## config.mk

```make
export PLATFORM = sky130hd
export DESIGN_NAME = axis_uart_tx_arb
export DESIGN_NICKNAME = d
export VERILOG_FILES = /design/src/rtl/axis_uart_tx_arb.sv
export SDC_FILE = /design/constraint.sdc
export NUM_CORES = 1
export LEC_CHECK = 0
export ABC_AREA = 1
export CORE_ASPECT_RATIO = 0.5
export CORE_MARGIN = 1
export CORE_UTILIZATION = 47
export CTS_CLUSTER_DIAMETER = 50
export CTS_CLUSTER_SIZE = 14
export DETAILED_ROUTE_END_ITERATION = 8
export GPL_TIMING_DRIVEN = 0
export HOLD_SLACK_MARGIN = 0.15
export PLACE_DENSITY = 0.79
export SYNTH_ARGS = -nofsm -noshare
export SYNTH_HDL_FRONTEND = slang
export SYNTH_SLANG_ARGS = --single-unit
```

## constraint.sdc

```tcl
create_clock -name aclk -period 2.3 [get_ports aclk]
set_input_delay 0.575 -clock aclk [delete_from_list [all_inputs] [get_ports aclk]]
set_output_delay 0.575 -clock aclk [all_outputs]
set_load 0.02 [all_outputs]
```

## src/rtl/axis_uart_tx_arb.sv

```systemverilog
// rtl/axis_uart_tx_arb.sv - round-robin arbiter of N byte streams onto one UART TX stream
// Optional source-header byte per packet; packets longer than MAX_BEATS are force-released.
module axis_uart_tx_arb #(
  parameter int          N_SRC     = 4,
  parameter int          HDR_EN    = 1,
  parameter logic [7:0]  HDR_BASE  = 8'hA0,
  parameter int          MAX_BEATS = 256
) (
  input  logic                 aclk,
  input  logic                 aresetn,
  input  logic [N_SRC-1:0]     s_tvalid,
  input  logic [8*N_SRC-1:0]   s_tdata,
  input  logic [N_SRC-1:0]     s_tlast,
  output logic [N_SRC-1:0]     s_tready,
  output logic                 m_tvalid,
  output logic [7:0]           m_tdata,
  input  logic                 m_tready,
  output logic [2:0]           grant_id,
  output logic                 busy,
  output logic                 trunc_err
);

  localparam int              CNT_W    = $clog2(MAX_BEATS + 1);
  localparam logic [CNT_W-1:0] CNT_MAX = CNT_W'(MAX_BEATS);
  localparam logic [2:0]      LAST_IDX = 3'(N_SRC - 1);

  typedef enum logic [1:0] {S_IDLE, S_HDR, S_DATA} state_t;

  state_t           state_q, state_d;
  logic [2:0]       grant_q, grant_d;
  logic [2:0]       rr_ptr_q, rr_ptr_d;
  logic [CNT_W-1:0] cnt_q, cnt_d;
  logic             trunc_q, trunc_d;

  logic             sel_vld, sel_last;
  logic [7:0]       sel_data;
  logic             req_found;
  logic [2:0]       req_idx;
  logic [2:0]       next_ptr;

  always_comb begin
    sel_vld  = 1'b0;
    sel_last = 1'b0;
    sel_data = 8'h00;
    for (int i = 0; i < N_SRC; i++) begin
      if (grant_q == 3'(i)) begin
        sel_vld  = s_tvalid[i];
        sel_last = s_tlast[i];
        sel_data = s_tdata[8*i +: 8];
      end
    end
  end

  // Scan starts at rr_ptr and wraps; first valid requester wins.
  always_comb begin
    int idx;
    req_found = 1'b0;
    req_idx   = 3'd0;
    idx       = 0;
    for (int i = 0; i < N_SRC; i++) begin
      idx = int'(rr_ptr_q) + i;
      if (idx >= N_SRC) idx = idx - N_SRC;
      if (!req_found && s_tvalid[idx]) begin
        req_found = 1'b1;
        req_idx   = 3'(idx);
      end
    end
  end

  assign next_ptr = (grant_q == LAST_IDX) ? 3'd0 : grant_q + 3'd1;

  always_comb begin
    state_d  = state_q;
    grant_d  = grant_q;
    rr_ptr_d = rr_ptr_q;
    cnt_d    = cnt_q;
    trunc_d  = 1'b0;
    m_tvalid = 1'b0;
    m_tdata  = 8'h00;
    s_tready = '0;
    case (state_q)
      S_IDLE: begin
        cnt_d = '0;
        if (req_found) begin
          grant_d = req_idx;
          state_d = (HDR_EN != 0) ? S_HDR : S_DATA;
        end
      end
      S_HDR: begin
        m_tvalid = 1'b1;
        m_tdata  = HDR_BASE | {5'b00000, grant_q};
        if (m_tready) state_d = S_DATA;
      end
      S_DATA: begin
        m_tvalid = sel_vld;
        m_tdata  = sel_vld ? sel_data : 8'h00;
        for (int i = 0; i < N_SRC; i++) begin
          if (grant_q == 3'(i)) s_tready[i] = m_tready;
        end
        if (sel_vld && m_tready) begin
          cnt_d = cnt_q + 1'b1;
          // A tlast on the final allowed beat is a normal end, not a truncation.
          if (sel_last || (cnt_q + 1'b1) == CNT_MAX) begin
            state_d  = S_IDLE;
            rr_ptr_d = next_ptr;
            trunc_d  = !sel_last;
          end
        end
      end
      default: state_d = S_IDLE;
    endcase
  end

  always_ff @(posedge aclk or negedge aresetn) begin
    if (!aresetn) begin
      state_q  <= S_IDLE;
      grant_q  <= 3'd0;
      rr_ptr_q <= 3'd0;
      cnt_q    <= '0;
      trunc_q  <= 1'b0;
    end else begin
      state_q  <= state_d;
      grant_q  <= grant_d;
      rr_ptr_q <= rr_ptr_d;
      cnt_q    <= cnt_d;
      trunc_q  <= trunc_d;
    end
  end

  assign grant_id  = grant_q;
  assign busy      = (state_q != S_IDLE);
  assign trunc_err = trunc_q;

endmodule

```

Word-level counts from Yosys, hierarchy flattened
Cells that the tools add are included.
W data, S select, Z words.
{"block": "totals", "wordCells": 104, "mem_bits_ro": 0, "in_bits": 43, "mem_bits_rw": 0, "n_memories": 0, "reg_bits": 18, "out_inout_bits": 18, "latchBits": 0}
{"block": "op_classes", "add_sub_neg": 9, "shift": 0, "muxes": 55, "n_reduce_logical": 17, "mul": 0, "eq_ne": 10, "div_mod_pow": 0, "n_lt_le_gt_ge": 8, "n_bitwise": 0}
{"cell": "$lt A32 B4 Y1 const B", "n": 4}
{"cell": "$mux W32", "n": 4}
{"cell": "$mux W8", "n": 5}
{"cell": "$mux W1", "n": 27}
{"cell": "$pmux W9 S2", "n": 1}
{"cell": "$pmux W8 S2", "n": 1}
{"cell": "$mux W3", "n": 5}
{"cell": "$sub A4 B3 Y5 const B", "n": 3}
{"cell": "$ge A4 B3 Y1 const B", "n": 3}
{"cell": "$add A9 B1 Y9 const B", "n": 1}
{"cell": "$eq A9 B9 Y1 const B", "n": 1}
{"cell": "$mux W9", "n": 1}
{"cell": "$add A3 B2 Y4 const B", "n": 2}
{"cell": "$bmux W1 S2", "n": 4}
{"cell": "$mux W2", "n": 4}
{"cell": "$ne A2 B2 Y1 const B", "n": 4}
{"cell": "$eq A3 B2 Y1 const B", "n": 2}
{"cell": "$pmux W2 S3", "n": 1}
{"cell": "$add A3 B1 Y4 const B", "n": 1}
{"cell": "$logic_and A1 B1 Y1", "n": 4}
{"cell": "$logic_not A1 Y1", "n": 4}
{"cell": "$mux W4", "n": 1}
{"cell": "$reduce_and A2 Y1", "n": 2}
{"cell": "$reduce_and A4 Y1", "n": 1}
{"cell": "other kinds (12)", "n": 13}

Longest topological paths before layout
Gate-level depths: netlist of the first run.
{"block": "depth", "word_depth": 17, "mapped_depth": 14, "mapped_depth_nobuf": 14}

Worst setup path after synthesis of the first run
No wires, ideal clock.
{"block": "synth_path", "kind": "flip-flop to output port", "start": "register grant_q[0], in the netlist grant_id[0]", "end": "output port m_tdata[5]", "t_required_ps": 1725, "arrival_time_ps": 1931, "path_slack_ps": -206, "path_stages_with_launch": 12, "path_buffers": 0, "path_cell_list": "dfrtp_1 > inv_1 > ha_1 > nand2_4 > nor2_4 > nand2_2 > nand3_2 > nand2_2 > a21oi_4 > nand2_2 > nand2_1 > o21a_1"}
{"block": "synth_between", "elab_chain_len": 7, "elab_cells_between_ends": 14, "cone_classes": "eq/ne (3); mux (10); reduce/logical (1)"}
{"item": "from (decl)", "line": "30", "text": "logic [2:0] grant_q, grant_d;"}
{"item": "from (signal assigned)", "line": "123", "text": "grant_q <= grant_d;"}
{"item": "$logic_not A3 Y1", "line": "46", "text": "if (grant_q == 3'(i)) begin"}
{"item": "$mux W8 or $mux W1 (tied branches) (4 in series)", "line": "46"}
{"item": "$mux W8 (*)", "line": "96", "text": "m_tdata = sel_vld ? sel_data : 8'h00;"}
{"item": "$pmux W8 S2 (*)", "line": "81", "text": "case (state_q)"}
{"item": "to (decl)", "line": "16", "text": "output logic [7:0] m_tdata,"}
Mark *: on every way between the ends. The rest lies on a longest branch, timed or not.

Final worst setup path of the first run
{"block": "layout_path", "start": "register grant_q[0], in the netlist grant_id[0]", "end": "output port m_tdata[6]"}
Same word-level chain as after synthesis.

==> impl_metrics.py, run 1 <==
metrics = {
    "floorplanning": {
        "rows": 15,
        "ioPinCount": 61,
        "die_h_um": 46.3,
        "coreArea_um2": 3580,
        "die_w_um": 90.6,
        "initial_utilization": 0.514,
        "die-area_um2": 4190,
    },
    "drt": {
        "via_count": 2140,
        "ant_nets": 0,
        "routed_wl_um": 5280,
        "wl_per_cell_um": 12.9,
        "dr.pass1.iters": 6,
        "drt_iter0_drc": 156,
        "drt-vias-per-instance": 5.22,
        "drc": 0,
    },
    "cells_and_area": {
        "fin_nets": 415,
        "seqCellArea_um2": 453,
        "multi_input_area_um2": 1270,
        "design_area_um2": 2700,
        "drive_above_1_share": 0.226,
        "syn2layout_area_growth_pct": 46.3,
        "final_util": 0.753,
        "final_common_cell": "nand2_1",
        "fillers": 290,
        "n_antenna_cell": 0,
        "final_cell_mix": "94 x nand2_1, 47 x clkdlybuf4s50_1, 29 x inv_1",
    },
    "setup_path": {
        "startpoint_type": "flip-flop",
        "timing.rr.end": "grant_id[1]$_DFFE_PN0P_",
        "reg2reg_slack_ps": 220,
        "setup.worst_path.end_class": "primary output",
        "worstPathArrival_ps": 2060,
        "rr_worst_depth": 13,
        "crit_type": "reg2out",
        "required_ps": 1730,
        "timing.rr.start": "rr_ptr_q[1]$_DFFE_PN0P_",
        "critPathMaxFanout": 6,
    },
    "power": {
        "p_leak_nw": 1.34,
        "peakVddDrop_mv": 0.670,
        "cellPowerDensity_nw_per_um2": 973,
        "fin_total_pwr_mw": 2.62,
    },
    "global_route": {
        "grtUsageTotal": 0.263,
        "grt_pass1_wl_um": 8580,
        "grt_pass1_vias": 1928,
        "overflow": 0,
        "antenna_found_initial": 0,
        "grt_max_degree": 19,
    },
    "placement": {
        "port-buffer-count": 60,
        "place_hpwl_um": 4060,
        "placed_area_um2": 2530,
        "place.gp.congestion": 0.829,
        "pre_cts_ws_ps": -663,
    },
    "cts": {
        "clock_path_buffers": 2,
        "clock_sinks": 18,
        "hold_buffers": 0,
        "cts_buffers": 3,
        "clk_latency_ps": 250,
        "clock-root-buffer": "clkbuf_8",
        "path_clk_slew_ps": 70,
        "htree_levels": 1,
        "cts_tree": "built",
    },
    "run_status": {
        "status": "finished with violations",
        "violations": "negative setup slack",
    },
    "synth": {
        "synth_cell_type_count": 30,
        "synth_area_um2": 1840,
        "syn_avg_cell_area_um2": 6.47,
        "synth_top_family_by_area": "simple AND/OR/NAND/NOR gates",
        "synth_compound_area_frac": 0.151,
        "synth_fa_ha_area_frac": 0.0746,
        "synthMuxAreaShare": 0,
        "synth_xor_area_frac": 0.00475,
        "synthSimpleGateAreaFrac": 0.425,
        "ys_warn_count": 0,
        "syn_nets": 339,
        "synthCells": 285,
        "synth_seq_cells": 18,
        "ys_seq_area_frac": 0.244,
    },
    "timing": {
        "hold_violations": 0,
        "fin_skew_ps": 3.21,
        "setup-violations-final": 9,
        "final_max_slew_viol_count": 0,
        "tightest_slew_ps": 786,
        "relSlewSlack": 0.475,
        "min_period_ps": 2630,
        "grt_setup_unrepaired": "yes",
        "post-route-period-util": 1.15,
        "fin_ws_ps": -334,
        "fmax_ghz": 0.380,
    },
    "flow_run": {
        "cap_violations": 0,
    },
    "min_path": {
        "hold_path.startpoint": "state_q[0]$_DFFE_PN0P_",
        "hp-class": "reg2reg",
        "whs_endpoint": "state_q[0]$_DFFE_PN0P_",
        "hold_depth": 2,
    },
}
-- worst max-delay path: stages, from the launching register on --
cell and delay [ps]:
dfrtp_2 460, buf_6 140, ha_4 160, nor2_4 210
buf_4 140, a22oi_1 60, o211ai_1 230, o21ai_1 130
nor2_2 110, buf_4 150
-- area by class of cell --
cell class	count	share of cell area
plain buffers	4	0.0153
clock buffers	3	0.0153
inverters	40	0.0603
multi-input cells	223	0.470
flip-flops and latches	18	0.168
well taps	51	0.0237
repair buffers	71	0.247
-- routing by layer --
metal | global-route usage | vias to the layer above | routed length [um]
met3 | 0.0314 | 8 | 371
met4 | 0.0871 | 0 | 87
met5 | 0 | - | 0
met1 | 0.326 | 977 | 2300
li1 | - | 1073 | -
met2 | 0.495 | 82 | 2520
-- per-stage QoR --
step | hold WS [ps] | std cells | TNS [ps]
final | 529 | 410 | -2540
after global routing | 573 | 410 | -3440
after CTS | 530 | 408 | -2580
after detailed placement | 511 | 396 | -6260
after global placement | 491 | 396 | -6050
after floorplan | 279 | 285 | -77.3
-- repair_timing --
action,4_1_cts,5_1_grt
setup endpoints to repair,13,10
buffers inserted,9,2
hold endpoints to repair,0,0
pin swaps,6,9
gates resized for setup,68,11
-- cell families after synthesis --
logic type / after synthesis
buffers and inverters: 44
adders and majority gates: 11
xor gates and xnor gates: 1
AOI/OAI and AO/OA: 42
DFF: 18
and+or+nand+nor: 169
-- flip-flops by register name, indices dropped and copies added, names as in the netlist --
| register | count |
|---|---|
| state_q | 2 |
| trunc_err | 1 |
| rr_ptr_q | 3 |
| grant_id | 3 |
| cnt_q | 9 |
-- Yosys cell counts --
cell / n / area share
nand2_1: 95 / 0.19
inv_1: 32 / 0.065
nand3_1: 19 / 0.052
nor2_1: 19 / 0.039
dfrtp_1: 18 / 0.24
ha_1: 11 / 0.075
nand2_2: 11 / 0.037
o21ai_0: 10 / 0.027
nand4_1: 8 / 0.027
o21ai_1: 7 / 0.019
a22oi_1: 6 / 0.024
inv_2: 6 / 0.012
o211ai_1: 6 / 0.024
nor2_2: 5 / 0.017
nand3_2: 4 / 0.022
o21ai_2: 4 / 0.019
or2_2: 4 / 0.014
nand2_4: 3 / 0.018
a211oi_1: 2 / 0.0081
a21oi_1: 2 / 0.0054
buf_6: 2 / 0.012
inv_4: 2 / 0.0068
o22ai_1: 2 / 0.0068
a21oi_4: 1 / 0.0088
a31oi_1: 1 / 0.0034
buf_2: 1 / 0.0027
clkbuf_1: 1 / 0.0020
nor2_4: 1 / 0.0061
o21a_1: 1 / 0.0041
xor2_1: 1 / 0.0047
-- worst max-delay path by stage --
| stage | cells after the start | to | slack [ps] | from |
|---|---|---|---|---|
| 3_3_place_gp | 12 | m_tdata[5] | -630 | grant_id[1]$_DFFE_PN0P_ |
| 3_5_place_dp | 9 | m_tdata[5] | -660 | s_tvalid[1] |
| 2_1_floorplan | 10 | m_tdata[3] | -20 | grant_id[1]$_DFFE_PN0P_ |
| 6_report | 9 | m_tdata[6] | -330 | grant_id[0]$_DFFE_PN0P_ |
| 5_1_grt | 11 | m_tdata[5] | -400 | grant_id[0]$_DFFE_PN0P_ |
| 4_1_cts | 12 | m_tdata[5] | -310 | grant_id[1]$_DFFE_PN0P_ |
-- report_power, final --
group / internal, mW / switching (mW) / total, mW
Sequential: 0.377 / 0.0815 / 0.459
Combinational: 0.799 / 1.15 / 1.95
Clock: 0.116 / 0.0998 / 0.216
Total: 1.29 / 1.33 / 2.62
Power figures use the tool's default switching activity.
==> inputs of run 2 (changes only) <==
==> constraint.sdc (replaced) <==
create_clock -name aclk -period 2.3 [get_ports aclk]
set_input_delay 0.575 -clock aclk [delete_from_list [all_inputs] [get_ports aclk]]
set_output_delay 0.575 -clock aclk [all_outputs]
set_load 0.1 [all_outputs]
==> impl_metrics.py, run 2 (synthesized netlist as in run 1, its figures left out) <==
metrics = {
    "cts": {
        "clock_sinks": 18,
        "cts_buffers": 3,
        "htree_levels": 1,
        "hold_buffers": 0,
        "clock-root-buffer": "clkbuf_8",
        "clock_path_buffers": 2,
        "path_clk_slew_ps": 70,
        "clk_latency_ps": 250,
        "cts_tree": "built",
    },
    "timing": {
        "fin_skew_ps": 2.67,
        "fmax_ghz": 0.362,
        "grt_setup_unrepaired": "yes",
        "tightest_slew_ps": 968,
        "setup_tns_ps": -3510,
        "setup-violations-final": 9,
        "fin_ws_ps": -460,
        "post-route-period-util": 1.20,
        "hold_violations": 0,
        "relSlewSlack": 0.353,
        "hold-worst-slack_ps": 534,
        "min_period_ps": 2760,
        "final_max_slew_viol_count": 0,
    },
    "power": {
        "cellPowerDensity_nw_per_um2": 1150,
        "peakVddDrop_mv": 0.657,
        "fin_total_pwr_mw": 3.38,
        "p_leak_nw": 1.41,
    },
    "floorplanning": {
        "die-area_um2": 4190,
        "rows": 15,
        "die_w_um": 90.6,
        "die_h_um": 46.3,
        "initial_utilization": 0.514,
        "coreArea_um2": 3580,
        "ioPinCount": 61,
    },
    "setup_path": {
        "startpoint_type": "flip-flop",
        "crit_type": "reg2out",
        "cpMostUsedCell": "nand2_4",
        "worstPathArrival_ps": 2190,
        "path_cells": "inv_6 -> ha_4 -> nand2_4 -> nor2_4 -> nand2_2 -> nand3_2 -> nand2_4 -> a21oi_4 -> nand2_4 -> nand2_8 -> o21a_4 -> buf_12",
        "critPathMaxFanout": 5,
        "setup.worst_path.end_class": "primary output",
        "slowest_delay_ps": 530,
        "critical-path-slowest-cell": "dfrtp_4",
        "crit_family": "simple AND/OR/NAND/NOR gates",
        "required_ps": 1730,
        "crit_buf_inv": 2,
    },
    "global_route": {
        "antenna_found_initial": 0,
        "grt_max_degree": 19,
        "grt_pass1_wl_um": 9060,
        "overflow": 0,
        "top_usage_layer": "met2",
        "grt_pass1_vias": 2007,
        "globalRouteMet1Util": 0.328,
        "met2_usage": 0.565,
        "use_met3": 0.0314,
        "grtUsageTotal": 0.280,
    },
    "drt": {
        "drt-vias-per-instance": 5.18,
        "ant_nets": 0,
        "drc": 0,
        "routed_wl_um": 5810,
        "dr.pass1.iters": 4,
        "drt_iter0_drc": 67,
        "via_count": 2135,
        "wl_per_cell_um": 14.1,
    },
    "cells_and_area": {
        "drive_above_1_share": 0.280,
        "final_cell_mix": "92 x nand2_1, 42 x clkdlybuf4s50_1, 29 x inv_1",
        "largest_register_ffs": 9,
        "n_antenna_cell": 0,
        "top_register": "cnt_q",
        "syn2layout_area_growth_pct": 59.5,
        "final_common_cell": "nand2_1",
        "fillers": 234,
        "fin_nets": 416,
    },
    "flow_run": {
        "cap_violations": 0,
    },
    "placement": {
        "port-buffer-count": 60,
        "place_hpwl_um": 4290,
        "place.gp.congestion": 0.928,
    },
    "run_status": {
        "status": "finished with violations",
        "violations": "negative setup slack",
    },
    "min_path": {
        "hp-class": "reg2reg",
    },
}
[run 2: cell count changes in the layout (fill, tap and decap cells not counted), sizes merged]
| cell | change |
|---|---|
| dlygate4sd2 | -1 |
| buf | +4 |
| clkdlybuf4s15 | +1 |
| clkbuf | +2 |
| clkdlybuf4s50 | -5 |
| dlymetal6s2s | +1 |
[run 2: where the power goes]
| group | switching, mW | total (mW) | internal [mW] |
|---|---|---|---|
| registers | 0.0819 | 0.466 | 0.384 |
| logic | 1.69 | 2.66 | 0.963 |
| clock network | 0.101 | 0.253 | 0.152 |
| total | 1.88 | 3.38 | 1.50 |
[run 2: layout make-up]
class | count | area (um2) | area share
tap | 51 | 63.8 | 0.0217
inverter | 40 | 168 | 0.0570
sequential | 18 | 459 | 0.156
timing repair buffer | 72 | 795 | 0.270
buffer | 4 | 41.3 | 0.0140
multi-input combinational | 223 | 1360 | 0.462
clock buffer | 4 | 55.1 | 0.0187
[run 2: metal layers]
layer,vias up,routed length (um),share of wire
met3,6,355,0.061
met5,-,0,0
li1,1076,-,-
met4,0,63,0.011
met2,74,2990,0.51
met1,979,2410,0.41
[run 2: path summary, 6_finish.rpt]
| path | startpoint | end | slack (ps) | cells after the start |
|---|---|---|---|---|
| max | grant_id[0]$_DFFE_PN0P_ | m_tdata[5] | -460 | 12 |
| min | state_q[0]$_DFFE_PN0P_ | state_q[0]$_DFFE_PN0P_ | 530 | 2 |
| max reg2reg | rr_ptr_q[1]$_DFFE_PN0P_ | grant_id[2]$_DFFE_PN0P_ | 310 | 13 |
| min in group asynchronous | aresetn | cnt_q[5]$_DFFE_PN0P_ | 780 | 1 |
| min reg2reg | state_q[0]$_DFFE_PN0P_ | state_q[0]$_DFFE_PN0P_ | 530 | 2 |
| max in group asynchronous | aresetn | grant_id[1]$_DFFE_PN0P_ | 940 | 1 |
[run 2: what timing repair did]
action | CTS | global route
pin swaps | 4 | 5
gates cloned | 0 | 0
endpoints found under the hold margin | 0 | 0
buffers inserted | 10 | 2
endpoints found under the setup margin | 17 | 14
gates resized for setup | 122 | 10
[run 2: worst min-delay path, stage by stage, from the launching register on]
cell and delay, ps:
dfrtp_1 380, nand2_1 70, nand2_1 60
[run 2: stage by stage]
step           setup WS [ps]  std cells  area, um2   util
6_report                -460        412       2940  0.821
3_3_place_gp           -1240        396       2650  0.740
5_1_grt                 -566        412       2940  0.821
3_5_place_dp           -1280        396       2650  0.740
4_1_cts                 -446        410       2900  0.808
2_1_floorplan           -548        285       1990      -
